## src/rtl/delay_line_ctrl.sv

```systemverilog
// delay_line_ctrl: sequencer for a block-RAM delay line built on an external
// simple-dual-port RAM with a 1-cycle registered read. It zero-fills the RAM
// after reset or reconfiguration. After that, each accepted sample is written
// at wptr, and the word written D samples earlier is read back in the same cycle.
module delay_line_ctrl #(
   parameter int DATA_WIDTH    = 25,
   parameter int LEN           = 512,
   parameter int DEFAULT_DELAY = 16,
   localparam int AW           = $clog2(LEN)
) (
   input  logic                  clk,
   input  logic                  rst_n,
   input  logic [AW-1:0]         cfg_delay,
   input  logic                  cfg_load,
   input  logic                  in_valid,
   input  logic [DATA_WIDTH-1:0] in_data,
   output logic                  in_ready,
   output logic                  out_valid,
   output logic [DATA_WIDTH-1:0] out_data,
   output logic                  out_primed,
   output logic                  busy,
   output logic                  ram_wren,
   output logic [AW-1:0]         ram_wraddr,
   output logic [DATA_WIDTH-1:0] ram_wrdata,
   output logic                  ram_rden,
   output logic [AW-1:0]         ram_rdaddr,
   input  logic [DATA_WIDTH-1:0] ram_rddata
);

   typedef enum logic {CLEAR, RUN} state_t;

   localparam int            DEF_D = (DEFAULT_DELAY < 1)     ? 1 :
                                     (DEFAULT_DELAY > LEN-1) ? LEN-1 : DEFAULT_DELAY;
   localparam logic [AW-1:0] LAST  = AW'(LEN-1);
   localparam logic [AW-1:0] ONE   = AW'(1);
   localparam logic [AW:0]   LEN_X = (AW+1)'(LEN);

   state_t        state, state_nx;
   logic [AW-1:0] clr_cnt, wptr, fill_cnt, dly, cfg_d, rd_addr;
   logic [AW:0]   rd_wrap;
   logic          accept;

   // Clamp the requested delay into 1..LEN-1 so read and write never collide
   always_comb begin
      cfg_d = cfg_delay;
      if (cfg_delay == '0)
         cfg_d = ONE;
      else if ({1'b0, cfg_delay} >= LEN_X)
         cfg_d = LAST;
   end

   // Read pointer trails wptr by D words, with a modulo-LEN wrap for non power-of-two depths
   always_comb begin
      rd_wrap = {1'b0, wptr} + LEN_X - {1'b0, dly};
      if (wptr >= dly)
         rd_addr = wptr - dly;
      else
         rd_addr = rd_wrap[AW-1:0];
   end

   // State register
   always_ff @(posedge clk) begin
      if (!rst_n)
         state <= CLEAR;
      else
         state <= state_nx;
   end

   // Next state: a reconfiguration always restarts the clear, which ends after the last word
   always_comb begin
      state_nx = state;
      if (cfg_load)
         state_nx = CLEAR;
      else if (state == CLEAR && clr_cnt == LAST)
         state_nx = RUN;
   end

   // Outputs: the clear sweep owns the write port; in RUN each accept writes and reads one word
   always_comb begin
      busy       = (state == CLEAR);
      in_ready   = (state == RUN);
      accept     = (state == RUN) && in_valid && !cfg_load;
      ram_wren   = 1'b0;
      ram_wraddr = '0;
      ram_wrdata = '0;
      ram_rden   = 1'b0;
      ram_rdaddr = '0;
      if (rst_n) begin
         if (state == CLEAR) begin
            ram_wren   = 1'b1;
            ram_wraddr = clr_cnt;
         end else if (accept) begin
            ram_wren   = 1'b1;
            ram_wraddr = wptr;
            ram_wrdata = in_data;
            ram_rden   = 1'b1;
            ram_rdaddr = rd_addr;
         end
      end
   end

   // Datapath registers: clear counter, write pointer, fill tracking and output strobe
   always_ff @(posedge clk) begin
      if (!rst_n) begin
         clr_cnt    <= '0;
         wptr       <= '0;
         fill_cnt   <= '0;
         dly        <= AW'(DEF_D);
         out_valid  <= 1'b0;
         out_primed <= 1'b0;
      end else begin
         out_valid <= accept;
         if (cfg_load) begin
            dly        <= cfg_d;
            clr_cnt    <= '0;
            wptr       <= '0;
            fill_cnt   <= '0;
            out_primed <= 1'b0;
         end else if (state == CLEAR) begin
            if (clr_cnt == LAST) begin
               clr_cnt    <= '0;
               wptr       <= '0;
               fill_cnt   <= '0;
               out_primed <= 1'b0;
            end else begin
               clr_cnt <= clr_cnt + ONE;
            end
         end else if (accept) begin
            wptr <= (wptr == LAST) ? '0 : wptr + ONE;
            if (fill_cnt != dly)
               fill_cnt <= fill_cnt + ONE;
            // The D-th accept after a clear primes the output
            if (fill_cnt >= dly - ONE)
               out_primed <= 1'b1;
         end
      end
   end

   // Read data is only meaningful in the cycle after a read
   assign out_data = out_valid ? ram_rddata : '0;

endmodule

```

## config.mk

```make
export PLATFORM = sky130hd
export DESIGN_NAME = delay_line_ctrl
export DESIGN_NICKNAME = d
export VERILOG_FILES = /design/src/rtl/delay_line_ctrl.sv
export SDC_FILE = /design/constraint.sdc
export NUM_CORES = 1
export LEC_CHECK = 0
export ABC_AREA = 1
export BUFFER_PORTS_ARGS = -buffer_cell sky130_fd_sc_hd__buf_2
export CORE_UTILIZATION = 50
export CTS_CLUSTER_SIZE = 40
export DETAILED_ROUTE_END_ITERATION = 8
export HOLD_SLACK_MARGIN = 0.15
export PLACE_DENSITY_LB_ADDON = 0.3
export SETUP_SLACK_MARGIN = 0.15
export SYNTH_ARGS = -nofsm -noshare
export SYNTH_HDL_FRONTEND = slang
export SYNTH_SLANG_ARGS = --single-unit
```

## constraint.sdc

```tcl
create_clock -name clk -period 4.1 [get_ports clk]
set_input_delay 0.82 -clock clk [delete_from_list [all_inputs] [get_ports clk]]
set_output_delay 0.82 -clock clk [all_outputs]
set_load 0.05 [all_outputs]
```

==> results.md <==
- Outcome: finished, final reports clean
- Pwr per Cell Area: between 200 and 250 nW/µm²
- Synth warn: 0
- DIE WIDTH: 83.3 µm
- Largest stage delay, worst path: between 0.3 and 0.4 ns
- Final WL: 9.21 mm
- Synth Cell Area: 3300 µm²
- Top cell type's share of synthesized area: 0.237
- Finished Layout Cells: 733
- Worst-Skew Late Latency: ~0.29 ns
- Synthesized area per cell: 6.29 µm²
- WS Path Type: in -> out
- Crit share post-route: 0.813
- Hold Fails Final Rpt: 0
- Critical path, cell by cell: buf_2 > inv_1 > nand3_4 > inv_2 > nand2_2 > inv_2 > o21ai_0 > a21oi_1 > buf_2
- Hold Path Sink: out_primed
- Total power draw: 0.000861 W
- Global-route wire length before repair: 15.7 mm
- CTS Hold Bufs: 0
- Reg-to-Reg End: out_primed
- Clock root buffer: clkbuf_8
- Antenna violations before repair: 0
- Least-Margin Pin Slew: 0.717 ns
- CP required: 3.28 ns
- Worst R2R Setup Slack: 1.73 ns
- Clk sinks: 39
- Crit. End Element: primary output
- Setup-failing EPs final: 0
- Launch point of the worst hold path: out_primed
- Final core utilization: 0.650
- TritonCTS clock tree: done
- Vias in the first global route: 3506
- 1st-iter DRT viols: 339
- TNS Setup: 0 ns
- Library cells used by synthesis: 40
- Crit path max-delay cell type: inv_2
- Port Buffers: approximately 140
- Most frequent cells after synthesis: nand2_1 (112), inv_1 (101), nor2_1 (63)
- Rel. slew slack: 0.521
- Skew final: roughly 0.0075 ns
- Avg WL per Cell: 12.6 µm
- Seq cells post-synth: 39
- Syn nets: 613
- Final net count: roughly 740
- Pre-Repair DR Iteration Count: 5
- Post-DP HPWL: between 7 and 8 mm
- Postcts setup bufs: 0
- Fmax: 300 MHz
- Reg power frac: 0.454
- Vias/cell: 5.07
- Sequential Area: between 700 and 800 µm²
- Max cap viols: 0
- Ports: around 140
- Total GRT Usage: 0.272
- Max-slew violations: 0
- Max IR drop VDD: 0.000146 V
- CP bufs+invs: 5
- Seq/Total Area, Yosys: 0.237
- Number of synthesized flops with an enable pin: 0
- Worst-path clk slew: 0.08 ns
- Grt ovf: 0
- Leading area contributor after synthesis: dfxtp_1
- Die ar.: 6930 µm²
- Count leader, synth: nand2_1
- Syn-to-layout area delta: 25.0%
- CTS Buf Count: 5
- Initial Util: 0.520
- Worst r2r path cells: 13
- Placed cell count: 725
- GPL Wtd Cong: ~0.89
- Switching pwr: 0.000224 W
- Synth Flop Type: dfxtp_1
- Min Tclk post-route: 3.33 ns
- Critical path's top delay family: buffers and inverters
- Int Pwr: 0.000636 W
- ANT nets after route: 0
- Synthesized instance count: 525
- Combinational power share: 0.157
- Clk network pwr share: 0.388
- Unrepaired setup endpoints after global routing: no
- Number of diodes: 0
- Core area: 6350 µm²
- DR DRC count: 0
- Area of the multi-input gates: 2050 µm²
- Switch share: 0.261
- Synth top area cells: dfxtp_1 (24%), nand2_1 (13%), inv_1 (11%), ha_1 (9.1%), nor2_1 (7.2%)
- Hold WC Path Type: reg -> reg
- Lkg Pwr: ~2.3 nW
- Largest net degree at the start of global routing: 38
- Row cnt: 29
- Hold_ws: slightly below 0.5 ns
- Layout cells sized above 1: 0.277
- Total number of vias: 3718
- CP max FO: 37
- Max clock buf depth: 2
- Cts repair resizes: 0
- Arrival time worst endpoint: about 2.5 ns
- R2r startpoint: dly[1]
- Startpoint type of the worst setup path: input port
- Hold Crit Depth: 2
- Post-synth ARST share: 0
- Layout fillers: 594
- H-tree levels: 2
- Die height: 83.3 µm
[layout make-up]
type                            count  share of cell area
Tap cell                           77              0.0234
Multi-Input combinational cell    366               0.496
Clock inverter                      2             0.00849
Clock buffer                        6              0.0200
Inverter                          107              0.0980
Timing Repair Buffer              136               0.165
Sequential cell                    39               0.189
[worst max-delay path by stage]
stage	startpoint	cells after the start	endpoint	slack, ns
after detailed placement	cfg_load	9	ram_rdaddr[4]	0.78
after global routing	cfg_load	9	ram_rdaddr[5]	0.54
after floorplan	in_ready	5	ram_wraddr[4]	0.86
after CTS	cfg_load	9	ram_rdaddr[4]	0.77
final	cfg_load	9	ram_rdaddr[4]	0.77
after global placement	cfg_load	9	ram_rdaddr[4]	0.84
[worst min-delay path: stages, from the launching register on]
cell and delay, ns:
dfxtp_1 0.33, nand3_1 0.08, nand2_1 0.04
[stage by stage]
step	cell area, µm²	worst slack (ns)
floorplan	3300	0.858
global placement	4010	0.843
detailed placement	4010	0.781
CTS	4130	0.766
global route	4130	0.538
finish	4130	0.768
[cells by family (layout without fill, tap and decap cells)]
family / count (synthesis) / in the layout / share of synthesized area
AO/OA/AOI/OAI: 73 / 73 / 0.130
flip-flops: 39 / 39 / 0.237
XOR/XNOR: 8 / 8 / 0.0212
adder cells (fa/ha/maj): 25 / 25 / 0.0970
buffers and inverters: 120 / 251 / 0.144
AND/OR/NAND/NOR: 260 / 260 / 0.371
[power groups by stage]
stage	Clock (W)	Combinational, W	Sequential, W
2_1_floorplan	0	0.0000818	0.000398
3_3_place_gp	0	0.000130	0.000400
3_5_place_dp	0	0.000133	0.000400
4_1_cts	0.000338	0.000134	0.000391
5_1_grt	0.000351	0.000154	0.000392
6_report	0.000334	0.000135	0.000391
[routing by layer]
metal	GRT usage	up-vias	wire, µm
met5	0	-	0
met2	0.460	128	4430
met4	0.0752	0	132
li1	-	1917	-
met1	0.347	1659	3970
met3	0.0586	14	678
[flip-flops by register name, indices dropped and copies added (netlist names)]
name	flops
out_valid	1
out_primed	1
fill_cnt	9
dly	9
wptr	9
clr_cnt	9
in_ready	1
[placed cells by master (no fill, tap or decap), types with 3 or more instances in the layout]
master / Yosys / layout
ha_1: 24 / 24
buf_2: 8 / 136
a211oi_1: 3 / 3
clkbuf_8: 0 / 6
inv_2: 5 / 5
xor2_1: 7 / 7
o21ai_1: 3 / 3
nand3b_1: 4 / 4
nor3b_1: 6 / 6
nor3_1: 11 / 11
a21oi_1: 23 / 23
inv_1: 101 / 101
a21oi_2: 8 / 8
nand3_1: 29 / 29
nand4_1: 9 / 9
nor2_1: 63 / 63
dfxtp_1: 39 / 39
o22ai_1: 4 / 4
nor2_2: 3 / 3
nand2_1: 112 / 112
nand2_2: 12 / 12
o21ai_0: 23 / 23
a31oi_1: 4 / 4
(Power assumes the default switching activity.)
